<file path="config.mk">
export PLATFORM = sky130hd
export DESIGN_NAME = fft_sink_framer
export DESIGN_NICKNAME = d
export VERILOG_FILES = /design/src/rtl/fft_sink_framer_pkg.sv /design/src/rtl/fft_sink_framer_fifo.sv /design/src/rtl/fft_sink_framer.sv
export SDC_FILE = /design/constraint.sdc
export NUM_CORES = 1
export LEC_CHECK = 0
export BUFFER_PORTS_ARGS = -buffer_cell sky130_fd_sc_hd__buf_4
export CAP_MARGIN = 20
export CORE_AREA = 4 4 276 278
export CTS_CLUSTER_DIAMETER = 30
export DETAILED_ROUTE_END_ITERATION = 12
export DIE_AREA = 0 0 280 282
export SLEW_MARGIN = 20
export SYNTH_ARGS = -nofsm -noshare
export SYNTH_HDL_FRONTEND = slang
export SYNTH_HIERARCHICAL = 1
export SYNTH_SLANG_ARGS = --single-unit
</file>
<file path="constraint.sdc">
create_clock -name clk -period 7.3 [get_ports clk]
set_input_delay 1.46 -clock clk [delete_from_list [all_inputs] [get_ports clk]]
set_output_delay 1.46 -clock clk [all_outputs]
set_load 0.02 [all_outputs]
</file>
<file path="src/rtl/fft_sink_framer_pkg.sv">
// Shared types and constants for the FFT sink framer: state encoding, defaults, error code.
package fft_sink_framer_pkg;

    localparam int unsigned DATA_W_DEF       = 16;
    localparam int unsigned FFT_LEN_LOG2_DEF = 13;

    localparam logic [1:0] SINK_ERR_NONE = 2'b00;

    typedef enum logic {
        ST_IDLE   = 1'b0,
        ST_STREAM = 1'b1
    } state_t;

endpackage

</file>
<file path="src/rtl/fft_sink_framer_fifo.sv">
// Single-clock show-ahead FIFO with registered full/empty flags.
module fft_sink_framer_fifo #(
    parameter int unsigned W  = 32,
    parameter int unsigned AW = 4
) (
    input  logic         clk,
    input  logic         reset,
    input  logic         wr_en,
    input  logic [W-1:0] wr_data,
    input  logic         rd_en,
    output logic [W-1:0] rd_data,
    output logic         full,
    output logic         empty
);

    localparam int unsigned DEPTH = 2 ** AW;

    logic [W-1:0]  mem [DEPTH];
    logic [AW-1:0] wr_ptr;
    logic [AW-1:0] rd_ptr;
    logic [AW:0]   count;
    logic [AW:0]   count_next;
    logic          do_wr;
    logic          do_rd;

    // A full FIFO still takes a write when the head leaves in the same cycle.
    assign do_rd   = rd_en && !empty;
    assign do_wr   = wr_en && (!full || do_rd);
    assign rd_data = mem[rd_ptr];

    always_comb begin
        count_next = count;
        case ({do_wr, do_rd})
            2'b10:   count_next = count + (AW+1)'(1);
            2'b01:   count_next = count - (AW+1)'(1);
            default: count_next = count;
        endcase
    end

    always_ff @(posedge clk) begin
        if (reset) begin
            wr_ptr <= '0;
            rd_ptr <= '0;
            count  <= '0;
            full   <= 1'b0;
            empty  <= 1'b1;
        end else begin
            if (do_wr) wr_ptr <= wr_ptr + AW'(1);
            if (do_rd) rd_ptr <= rd_ptr + AW'(1);
            count <= count_next;
            full  <= (count_next == (AW+1)'(DEPTH));
            empty <= (count_next == '0);
        end
    end

    always_ff @(posedge clk) begin
        if (do_wr) mem[wr_ptr] <= wr_data;
    end

endmodule

</file>
<file path="src/rtl/fft_sink_framer.sv">
// Frames a sample stream into Avalon-ST packets (sop/eop every 2**FFT_LEN_LOG2 beats) for an FFT sink.
module fft_sink_framer
    import fft_sink_framer_pkg::*;
#(
    parameter int unsigned DATA_W       = DATA_W_DEF,
    parameter int unsigned FFT_LEN_LOG2 = FFT_LEN_LOG2_DEF,
    parameter int unsigned FIFO_AW      = 4,
    parameter bit          COMPLEX_IN   = 1'b0,
    parameter bit          INVERSE      = 1'b0
) (
    input  logic                    clk,
    input  logic                    reset,
    input  logic                    en,
    input  logic                    in_valid,
    input  logic [DATA_W-1:0]       in_real,
    input  logic [DATA_W-1:0]       in_imag,
    input  logic                    sink_ready,
    output logic                    sink_valid,
    output logic                    sink_sop,
    output logic                    sink_eop,
    output logic [DATA_W-1:0]       sink_real,
    output logic [DATA_W-1:0]       sink_imag,
    output logic [1:0]              sink_error,
    output logic                    inverse,
    output logic [FFT_LEN_LOG2:0]   fft_pts,
    output logic                    overflow,
    output logic [15:0]             frame_cnt
);

    localparam int unsigned FIFO_W = 2 * DATA_W;
    localparam int unsigned IDX_W  = FFT_LEN_LOG2;
    localparam int unsigned PTS_W  = FFT_LEN_LOG2 + 1;

    state_t             state;
    state_t             state_next;
    logic [IDX_W-1:0]   load_idx;
    logic               fifo_full;
    logic               fifo_empty;
    logic [FIFO_W-1:0]  fifo_wr_data;
    logic [FIFO_W-1:0]  fifo_rd_data;
    logic               wr_req_c;
    logic               load_c;
    logic               beat_c;

    assign sink_error   = SINK_ERR_NONE;
    assign inverse      = INVERSE;
    assign fft_pts      = PTS_W'(1) << FFT_LEN_LOG2;
    assign beat_c       = sink_valid && sink_ready;
    assign fifo_wr_data = {(COMPLEX_IN ? in_imag : DATA_W'(0)), in_real};

    fft_sink_framer_fifo #(
        .W  (FIFO_W),
        .AW (FIFO_AW)
    ) u_fifo (
        .clk     (clk),
        .reset   (reset),
        .wr_en   (wr_req_c),
        .wr_data (fifo_wr_data),
        .rd_en   (load_c),
        .rd_data (fifo_rd_data),
        .full    (fifo_full),
        .empty   (fifo_empty)
    );

    always_ff @(posedge clk) begin
        if (reset) state <= ST_IDLE;
        else       state <= state_next;
    end

    // load_idx is the frame position of the next beat to load; at 0 with en low we sit on a boundary.
    always_comb begin
        state_next = state;
        wr_req_c   = in_valid && (en || (state == ST_STREAM));
        load_c     = 1'b0;
        case (state)
            ST_IDLE: begin
                if (en && !fifo_empty) state_next = ST_STREAM;
            end
            ST_STREAM: begin
                load_c = !fifo_empty && (!sink_valid || sink_ready) && (en || (load_idx != '0));
                if (!en && (load_idx == '0) && (!sink_valid || sink_ready)) state_next = ST_IDLE;
            end
            default: state_next = ST_IDLE;
        endcase
    end

    always_ff @(posedge clk) begin
        if (reset) begin
            load_idx   <= '0;
            sink_valid <= 1'b0;
            sink_sop   <= 1'b0;
            sink_eop   <= 1'b0;
            sink_real  <= '0;
            sink_imag  <= '0;
            overflow   <= 1'b0;
            frame_cnt  <= '0;
        end else begin
            if (wr_req_c && fifo_full && !load_c) overflow <= 1'b1;
            if (beat_c && sink_eop) frame_cnt <= frame_cnt + 16'd1;
            if (load_c) begin
                sink_valid <= 1'b1;
                sink_real  <= fifo_rd_data[DATA_W-1:0];
                sink_imag  <= fifo_rd_data[FIFO_W-1:DATA_W];
                sink_sop   <= (load_idx == '0);
                sink_eop   <= (load_idx == '1);
                load_idx   <= load_idx + IDX_W'(1);
            end else if (beat_c) begin
                sink_valid <= 1'b0;
                sink_sop   <= 1'b0;
                sink_eop   <= 1'b0;
            end
        end
    end

endmodule

</file>
==> results of run 1 <==
## how the worst max path moves through the flow
| stage | to | cells past startpoint | startpoint |
|---|---|---|---|
| after global placement | u_fifo/mem[7][14]$_DFFE_PP_ | 10 | en |
| final | u_fifo/mem[7][29]$_DFFE_PP_ | 10 | en |
| after detailed placement | u_fifo/mem[7][16]$_DFFE_PP_ | 10 | en |
| after CTS | u_fifo/mem[7][29]$_DFFE_PP_ | 10 | en |
| after global routing | u_fifo/full$_SDFF_PP0_ | 16 | en |
| after floorplan | u_fifo/mem[3][0]$_DFFE_PP_ | 12 | sink_ready |
## sequential cells by signal, indices dropped and copies added (netlist names), 4 cells and up, named ones only
name / count
frame_cnt: 16
u_fifo/rd_ptr: 4
u_fifo/mem: 512
sink_real: 16
u_fifo/wr_ptr: 4
load_idx: 13
sink_imag: 16
u_fifo/count: 5
## final cells by class
| class | count | area (um2) |
|---|---|---|
| clock buffer | 128 | 2989 |
| clock inverter | 92 | 1051 |
| fill | 6586 | 43910 |
| inverter | 14 | 52.55 |
| multi-input combinational | 764 | 6885 |
| sequential | 597 | 17090 |
| tap | 969 | 1212 |
| timing repair buffer | 99 | 755.7 |
## cell usage after synthesis, drive strengths merged (5+ instances only)
cell type and instances:
edfxtp 512, mux4 160, dfxtp 85, buf 58, nor2 51, o21ai 45
nand2b 39, nand4b 35, clkbuf 25, xor2 19, nand2 17, a21oi 14
inv 14, nand3 12, nand4 12, ha 11, nor2b 9, nor3 7
or3 6, mux2i 5, nor4 5
## critical path, stage by stage
cell and delay, ns:
buf_4 0.11, nand4b_1 0.11, buf_4 0.50, nand2_1 0.25, inv_2 0.10, nor2b_1 0.50
o21a_1 0.42, nand2_1 0.33, nor2_4 0.94, buf_4 0.37
## metrics by stage
| step | area (um2) | worst slack, ns | power (mW) |
|---|---|---|---|
| after CTS | 30030 | 2.563 | 9.308 |
| after global routing | 30040 | 2.180 | 9.511 |
| after floorplan | 24370 | 1.495 | 3.896 |
| after global placement | 25990 | 1.984 | 3.945 |
| after detailed placement | 25990 | 1.876 | 3.950 |
| final | 30040 | 2.518 | 9.196 |
## cell families after synthesis
kind of cell | after synthesis | synth area share, %
flops | 597 | 73.12
xor+xnor | 23 | 0.8626
other cells | 2 | 0.03216
buf+inv | 97 | 2.229
compound gates | 76 | 1.832
mux | 169 | 15.95
simple gates | 212 | 5.384
fa+ha+maj | 11 | 0.5893
## routing by layer
| layer | share of wire (%) | vias up | GRT usage, % |
|---|---|---|---|
| met5 | 0.016 | - | 0 |
| met3 | 5.8 | 82 | 3.329 |
| met2 | 48 | 308 | 20.70 |
| met1 | 45 | 6197 | 17.43 |
| li1 | - | 5415 | - |
| met4 | 1.7 | 2 | 3.678 |
## power groups by stage
stage          sequential [mW]  combinational (mW)  clock, mW
2_1_floorplan             3.81              0.0910          0
3_3_place_gp              3.80               0.142          0
3_5_place_dp              3.80               0.145          0
4_1_cts                   3.74               0.146       5.42
5_1_grt                   3.74               0.168       5.60
6_report                  3.74               0.148       5.31
==> flow_summary.toml, run 1 <==
[synthesis]
synth_cells = 1187
postSynthAreaPerCell_um2 = 19.67
ys_seq_area_share_pct = 73.12
synth_edf_count = 512
synthDistinctLibCells = 51
yosysTopAreaCell = "edfxtp_1"
syn-cell-area_um2 = 23350
ys_seq_elements = 597
synthFlopType = "edfxtp_1"
synth_top_cell_area_share_pct = 65.83
synthArstFlopShare_pct = 0
synthTopCellsByArea = "edfxtp_1 (66%), mux4_2 (15%), dfxtp_1 (7.3%), nand4b_1 (1.3%), nand2b_1 (1.0%)"
yosys_warnings = 6

[timing]
fin_setup_tns_ns = 0
slew_violations = 0
worstMarginPinSlew_ns = 1.110
skew_ns = 0.03113
setup-violations-final = 0
hold_violations = 0
maxSlewHeadroom_pct = 25.83
fmax_mhz = 209.1
rsz0062_at_grt = "false"
post-route-period-util_pct = 65.50
holdWs_ns = 0.4632
timing.final.crit_period_ns = 4.782

[route]
vias = 12000
drt_iter0_markers = 824
drtPass1Iterations = 5
routed_wl_mm = 49.74
drc_errors = 0
wl_per_cell_um = 18.68
routed_via_density = 4.508
drtAntennaViolNets = 0

[clocking]
cts_tree = "done"
h-tree-depth = 3
ctsHoldBuffers = 0
clock_path_buffers = 3
root_buffer = "clkbuf_16"
cts_setup_buffers = 0
postCtsResizedCells = 0
numClockSinks = 597
clkLatencyLatePin_ns = 0.66
cts_made_buffers = 116
cts.clk_slew.worst_paths_ns = 0.05

[finish]
drive_gt1_share_pct = 28.51
final_common_cell = "edfxtp_1"
final_core_util_pct = 40.62
final_nets = 1640
diodes = 0
final_cell_mix = "edfxtp_1 (512), conb_1 (273), mux4_2 (153)"
final_cell_count_no_fill = 2663
area_growth_pct = 28.61

[power_and_ir_drop]
internal_power_mw = 7.311
switchingPower_mw = 1.884
clkPwrFrac_pct = 57.7
powerDensity_nw_per_um2 = 306.2
p_leak_nw = 10.11
power_frac_comb_pct = 1.6
seq_power_share_pct = 40.7
p_sw_share_pct = 20.49
ir_drop_mv = 0.2170

[die]
initial_core_util_pct = 31.58
core_um2 = 73950
rows = 100
boundaryPins = 106
die-area_um2 = 78960
die_h_um = 282
chipWidth_um = 280

[setup_path]
r2r_setup_slack_ns = 2.61
reg2reg_from = "load_idx[0]$_SDFFE_PP0P_"
crit_type = "in2reg"
critPathMaxFanout = 37
crit_path_start_kind = "primary input"
end_kind = "register"
reg2reg_depth = 12
cp.arrival_ns = 5.11
worstPathRequired_ns = 7.63
r2r_end = "u_fifo/mem[7][29]$_DFFE_PP_"

[worst_hold_path]
min_from = "sink_real[10]$_SDFFE_PP0P_"
min_path_cells = 2
hold_end = "sink_real[10]$_SDFFE_PP0P_"
hp-class = "reg2reg"

[global_routing]
antenna_found_initial = 1
grtUsageTotal_pct = 12.87
grt_max_degree = 89
overflow = 0
grt_pass1_wl_mm = 76.68
grt_pass1_vias = 12780

[placement]
hpwlAfterDp_mm = 27.83
portBuffers = 72
dp_cells = 2443
routabilityCongestion = 0.7477

[job]
drv_cap = 0

[run_status]
status = "complete, no violations"
No activity file was read; power rests on OpenSTA's default activity.
==> run 2: changes to the inputs <==
==> constraint.sdc (replaced) <==
create_clock -name clk -period 4.9 [get_ports clk]
set_input_delay 0.98 -clock clk [delete_from_list [all_inputs] [get_ports clk]]
set_output_delay 0.98 -clock clk [all_outputs]
set_load 0.02 [all_outputs]
==> run 2 against run 1 <==
Design area grew 1.0%. Routed wire length grew 5.3%. Cell count is the same. Die area is the same. Largest cell class unchanged. First-iteration DRC count grew 30%. Global-route usage grew 0.61 points.
==> flow_summary.toml, run 2 (same netlist as run 1, synthesis figures left out) <==
[finish]
final_cell_mix = "edfxtp_1 (512), conb_1 (273), mux4_2 (153)"
largest_reg_flops = 512
multiInputGateArea_um2 = 6898
final_common_cell = "edfxtp_1"
seqCellArea_um2 = 17090
regMostFlops = "u_fifo/mem"
final_nets = 1645
drive_gt1_share_pct = 28.34
diodes = 0
fillCellCount = 6485
final_core_util_pct = 41.02
area_growth_pct = 29.89

[route]
drt_iter0_markers = 1068
vias = 12190
routed_via_density = 4.579
drc_errors = 0
drtPass1Iterations = 5
wl_per_cell_um = 19.68
routed_wl_mm = 52.40
drtAntennaViolNets = 0

[clocking]
postCtsResizedCells = 0
cts_setup_buffers = 0
ctsHoldBuffers = 0
cts.clk_slew.worst_paths_ns = 0.04
cts_made_buffers = 113
cts_tree = "done"
numClockSinks = 597
root_buffer = "clkbuf_16"
clock_path_buffers = 3
clkLatencyLatePin_ns = 0.66
h-tree-depth = 3

[timing]
timing.final.crit_period_ns = 4.192
hold_violations = 0
fmax_mhz = 238.5
slew_violations = 0
rsz0062_at_grt = "false"
fin_setup_tns_ns = 0
post-route-period-util_pct = 85.56
setup-violations-final = 0
holdWs_ns = 0.4667
skew_ns = 0.04331
maxSlewHeadroom_pct = 36.81
worstMarginPinSlew_ns = 0.9479

[setup_path]
cp.arrival_ns = 4.70
cpMostUsedCell = "ha_1"
end_kind = "register"
crit_path_start_kind = "register"
slowest_delay_ns = 0.48
reg2reg_depth = 18
critPathLaunch = "load_idx[0]$_SDFFE_PP0P_"
worstPathRequired_ns = 5.41
crit_type = "reg2reg"
slowest_stage = "nor4b_1"
cp_cell_sequence = "inv_1 > ha_1 > nor4b_1 > nand4b_1 > nand2_1 > inv_2 > nor2b_1 > buf_4 > o21a_1 > inv_1 > ha_1 > xor2_1 > ha_1 > nor2_1 > o31a_1 > o211ai_1 > xor2_1 > and4bb_2"
reg2reg_from = "load_idx[0]$_SDFFE_PP0P_"
critPathMaxFanout = 9
r2r_setup_slack_ns = 0.71

[power_and_ir_drop]
ir_drop_mv = 0.3042
p_sw_share_pct = 19.67
internal_power_mw = 11.19
clkPwrFrac_pct = 58.4
powerDensity_nw_per_um2 = 459.3
power_frac_comb_pct = 1.6
seq_power_share_pct = 40.0
power_mw = 13.93
p_leak_nw = 10.22
switchingPower_mw = 2.740

[die]
core_um2 = 73950
die-area_um2 = 78960
initial_core_util_pct = 31.58
rows = 100
die_h_um = 282
boundaryPins = 106
chipWidth_um = 280

[global_routing]
antenna_found_initial = 1
overflow = 0
grt_max_degree = 89
grtUsageTotal_pct = 13.47
grt_pass1_vias = 12890
grt_pass1_wl_mm = 79.50

[worst_hold_path]
min_from = "sink_real[11]$_SDFFE_PP0P_"
min_path_cells = 2
hp-class = "reg2reg"

[job]
drv_cap = 0

[placement]
hpwlAfterDp_mm = 28.52
routabilityCongestion = 0.7499
portBuffers = 72

[run_status]
status = "complete, no violations"
run 2: cell types whose count changed in the layout (fill, tap and decap cells not counted), moves of 2 or more:
cell        before  now
clkbuf_1         9   14
clkinv_4         8    4
inv_6            7    2
buf_12           1   14
nor3_4           0    2
clkinvlp_4      24   18
clkinv_8         2    0
buf_4           98   93
clkbuf_8         2    9
nor3_2           4    2
bufinv_16       16   21
clkinv_2        21   15
clkinv_1        11    9
run 2: power by group through the flow:
| stage | sequential (mW) | clock (mW) | combinational (mW) |
|---|---|---|---|
| 6_report | 5.57 | 8.13 | 0.227 |
| 5_1_grt | 5.57 | 8.54 | 0.255 |
| 4_1_cts | 5.57 | 8.27 | 0.223 |
| 3_5_place_dp | 5.67 | 0 | 0.221 |
| 3_3_place_gp | 5.67 | 0 | 0.216 |
| 2_1_floorplan | 5.67 | 0 | 0.136 |
run 2: area by class of cell:
class	count	area share (%)
clock buffers	139	10.15
flip-flops and latches	597	56.33
repair buffers	107	3.226
inverters	14	0.1732
clock inverters	73	3.386
well taps	969	3.997
multi-input cells	764	22.74
run 2: path summary, 6_finish.rpt:
| path | endpoint |
|---|---|
| max | u_fifo/full$_SDFF_PP0_ |
| min | sink_real[11]$_SDFFE_PP0P_ |
| max reg2reg | u_fifo/full$_SDFF_PP0_ |
| min reg2reg | sink_real[11]$_SDFFE_PP0P_ |
run 2: stage by stage:
step           cell area, um2  instances  setup WS [ns]
5_1_grt                 30330       2663         0.4256
3_5_place_dp            26230       2451         0.4788
3_3_place_gp            26230       2451         0.6040
4_1_cts                 30330       2663         0.7464
2_1_floorplan           24380       1458        -0.3931
6_report                30330       2663         0.7078
run 2: metal layers:
metal  global-route usage, %  share of wire (%)  wire [um]  vias to the layer above
met5                       0              0.025         13                        -
met1                   17.81                 43      22450                     6328
li1                        -                  -          -                     5411
met2                   22.43                 49      25910                      359
met3                   3.072                5.7       2994                       93
met4                   3.990                2.0       1031                        2
run 2: critical path: cells and delay by family, from the launching register on:
| kind | cells | cell delay [ns] |
|---|---|---|
| compound gates | 3 | 0.82 |
| xor+xnor | 2 | 0.44 |
| fa+ha+maj | 3 | 0.68 |
| buf+inv | 4 | 0.45 |
| flops | 1 | 0.36 |
| simple gates | 6 | 1.33 |
==> run 3: changes to the inputs <==
--- a/config.mk
+++ b/config.mk
@@ -11,6 +11,7 @@
 export CTS_CLUSTER_DIAMETER = 30
 export DETAILED_ROUTE_END_ITERATION = 12
 export DIE_AREA = 0 0 280 282
+export RECOVER_POWER = 25
 export SLEW_MARGIN = 20
 export SYNTH_ARGS = -nofsm -noshare
 export SYNTH_HDL_FRONTEND = slang
==> run 3 against run 2 <==
Register-to-register slack worse by 0.02 ns. Combinational power down 3%. Hold slack worse by 0.00088 ns. Largest cell class unchanged. Critical endpoint unchanged. Critical path depth unchanged.
==> flow_summary.toml, run 3 (same netlist as run 1, synthesis figures left out) <==
[power_and_ir_drop]
power_mw = 13.93
ir_drop_mv = 0.3044
powerDensity_nw_per_um2 = 460.1
p_leak_nw = 10.17

[route]
routed_via_density = 4.585
drt_iter0_markers = 1024
drtAntennaViolNets = 0
wl_per_cell_um = 19.66
drc_errors = 0
vias = 12220
drtPass1Iterations = 6
routed_wl_mm = 52.36

[die]
initial_core_util_pct = 31.58
die-area_um2 = 78960
rows = 100
die_h_um = 282
boundaryPins = 106
core_um2 = 73950
chipWidth_um = 280

[setup_path]
crit_path_start_kind = "register"
cp_cell_sequence = "inv_1 > ha_1 > nor4b_1 > nand4b_1 > nand2_1 > inv_2 > nor2b_1 > buf_4 > o21a_1 > inv_1 > ha_1 > xor2_1 > ha_1 > nor2_1 > o31a_1 > o211ai_1 > xor2_1 > and4bb_2"
cp_top_family = "simple AND/OR/NAND/NOR gates"
cp.arrival_ns = 4.72
cpMostUsedCell = "ha_1"
worstPathRequired_ns = 5.41
slowest_stage = "nor4b_1"
r2r_setup_slack_ns = 0.69
cp_num_buf_inv = 4
crit_type = "reg2reg"
slowest_delay_ns = 0.49
critPathMaxFanout = 9
end_kind = "register"

[clocking]
cts_setup_buffers = 0
cts_tree = "done"
postCtsResizedCells = 0
ctsHoldBuffers = 0
root_buffer = "clkbuf_16"
numClockSinks = 597
cts.clk_slew.worst_paths_ns = 0.04
h-tree-depth = 3
clkLatencyLatePin_ns = 0.66
clock_path_buffers = 3
cts_made_buffers = 113

[finish]
final_common_cell = "edfxtp_1"
regMostFlops = "u_fifo/mem"
final_cell_count_no_fill = 2664
final_area_um2 = 30280
final_cell_mix = "edfxtp_1 (512), conb_1 (273), mux4_2 (153)"
largest_reg_flops = 512
drive_gt1_share_pct = 27.39
fillCellCount = 6502
area_growth_pct = 29.64
final_nets = 1645

[global_routing]
grt_max_degree = 89
grt_pass1_wl_mm = 79.50
overflow = 0
grtUsageTotal_pct = 13.47
grt_pass1_vias = 12890
antenna_found_initial = 2

[timing]
rsz0062_at_grt = "false"
timing.final.crit_period_ns = 4.209
fin_setup_tns_ns = 0
post-route-period-util_pct = 85.91
fmax_mhz = 237.6
worstMarginPinSlew_ns = 0.9437
hold_violations = 0
setup-violations-final = 0
holdWs_ns = 0.4659
maxSlewHeadroom_pct = 37.09
slew_violations = 0
skew_ns = 0.04310

[placement]
dp_cells = 2451
portBuffers = 72
hpwlAfterDp_mm = 28.52
routabilityCongestion = 0.7499
place_area_um2 = 26230

[worst_hold_path]
hp-class = "reg2reg"

[run_status]
status = "complete, no violations"

[job]
drv_cap = 0
==> run 3: worst reg2reg max path: cells and delay by family, from the launching register on <==
| kind | cells | cell delay (ns) |
|---|---|---|
| simple gates | 6 | 1.35 |
| compound gates | 3 | 0.82 |
| fa+ha+maj | 3 | 0.69 |
| buf+inv | 4 | 0.45 |
| xor+xnor | 2 | 0.45 |
| flops | 1 | 0.36 |
==> run 3: worst paths after layout <==
kind,from,endpoint,depth (start not counted)
max,load_idx[0]$_SDFFE_PP0P_,u_fifo/full$_SDFF_PP0_,18
min,sink_real[11]$_SDFFE_PP0P_,sink_real[11]$_SDFFE_PP0P_,2
max reg2reg,load_idx[0]$_SDFFE_PP0P_,u_fifo/full$_SDFF_PP0_,18
min reg2reg,sink_real[11]$_SDFFE_PP0P_,sink_real[11]$_SDFFE_PP0P_,2
==> run 3: routing by layer <==
layer / global-route usage (%) / vias up / part of all wire (%)
met3: 3.072 / 93 / 5.7
li1: - / 5414 / -
met4: 3.990 / 2 / 2.0
met1: 17.81 / 6360 / 43
met5: 0 / - / 0.025
met2: 22.43 / 346 / 49
==> run 3: area by class of cell <==
type | count | area [um2] | share of cell area, %
clock inverters | 73 | 1027 | 3.393
clock buffers | 139 | 3079 | 10.17
multi-input cells | 764 | 6898 | 22.78
flip-flops and latches | 597 | 17090 | 56.43
repair buffers | 107 | 918.4 | 3.033
well taps | 969 | 1212 | 4.004
inverters | 14 | 52.55 | 0.1736
diodes | 1 | 2.502 | 0.008265
==> run 3: where the power goes <==
part | internal [mW] | switching [mW]
Combinational | 0.0657 | 0.155
Sequential | 5.56 | 0.0133
Clock | 5.56 | 2.57
Total | 11.2 | 2.74
==> run 3: through the flow <==
step | setup slack, ns | utilization (%)
6_report | 0.6906 | 40.94
5_1_grt | 0.4256 | 40.94
4_1_cts | 0.7464 | 41.02
3_5_place_dp | 0.4788 | 35.47
3_3_place_gp | 0.6040 | 35.47
2_1_floorplan | -0.3931 | -
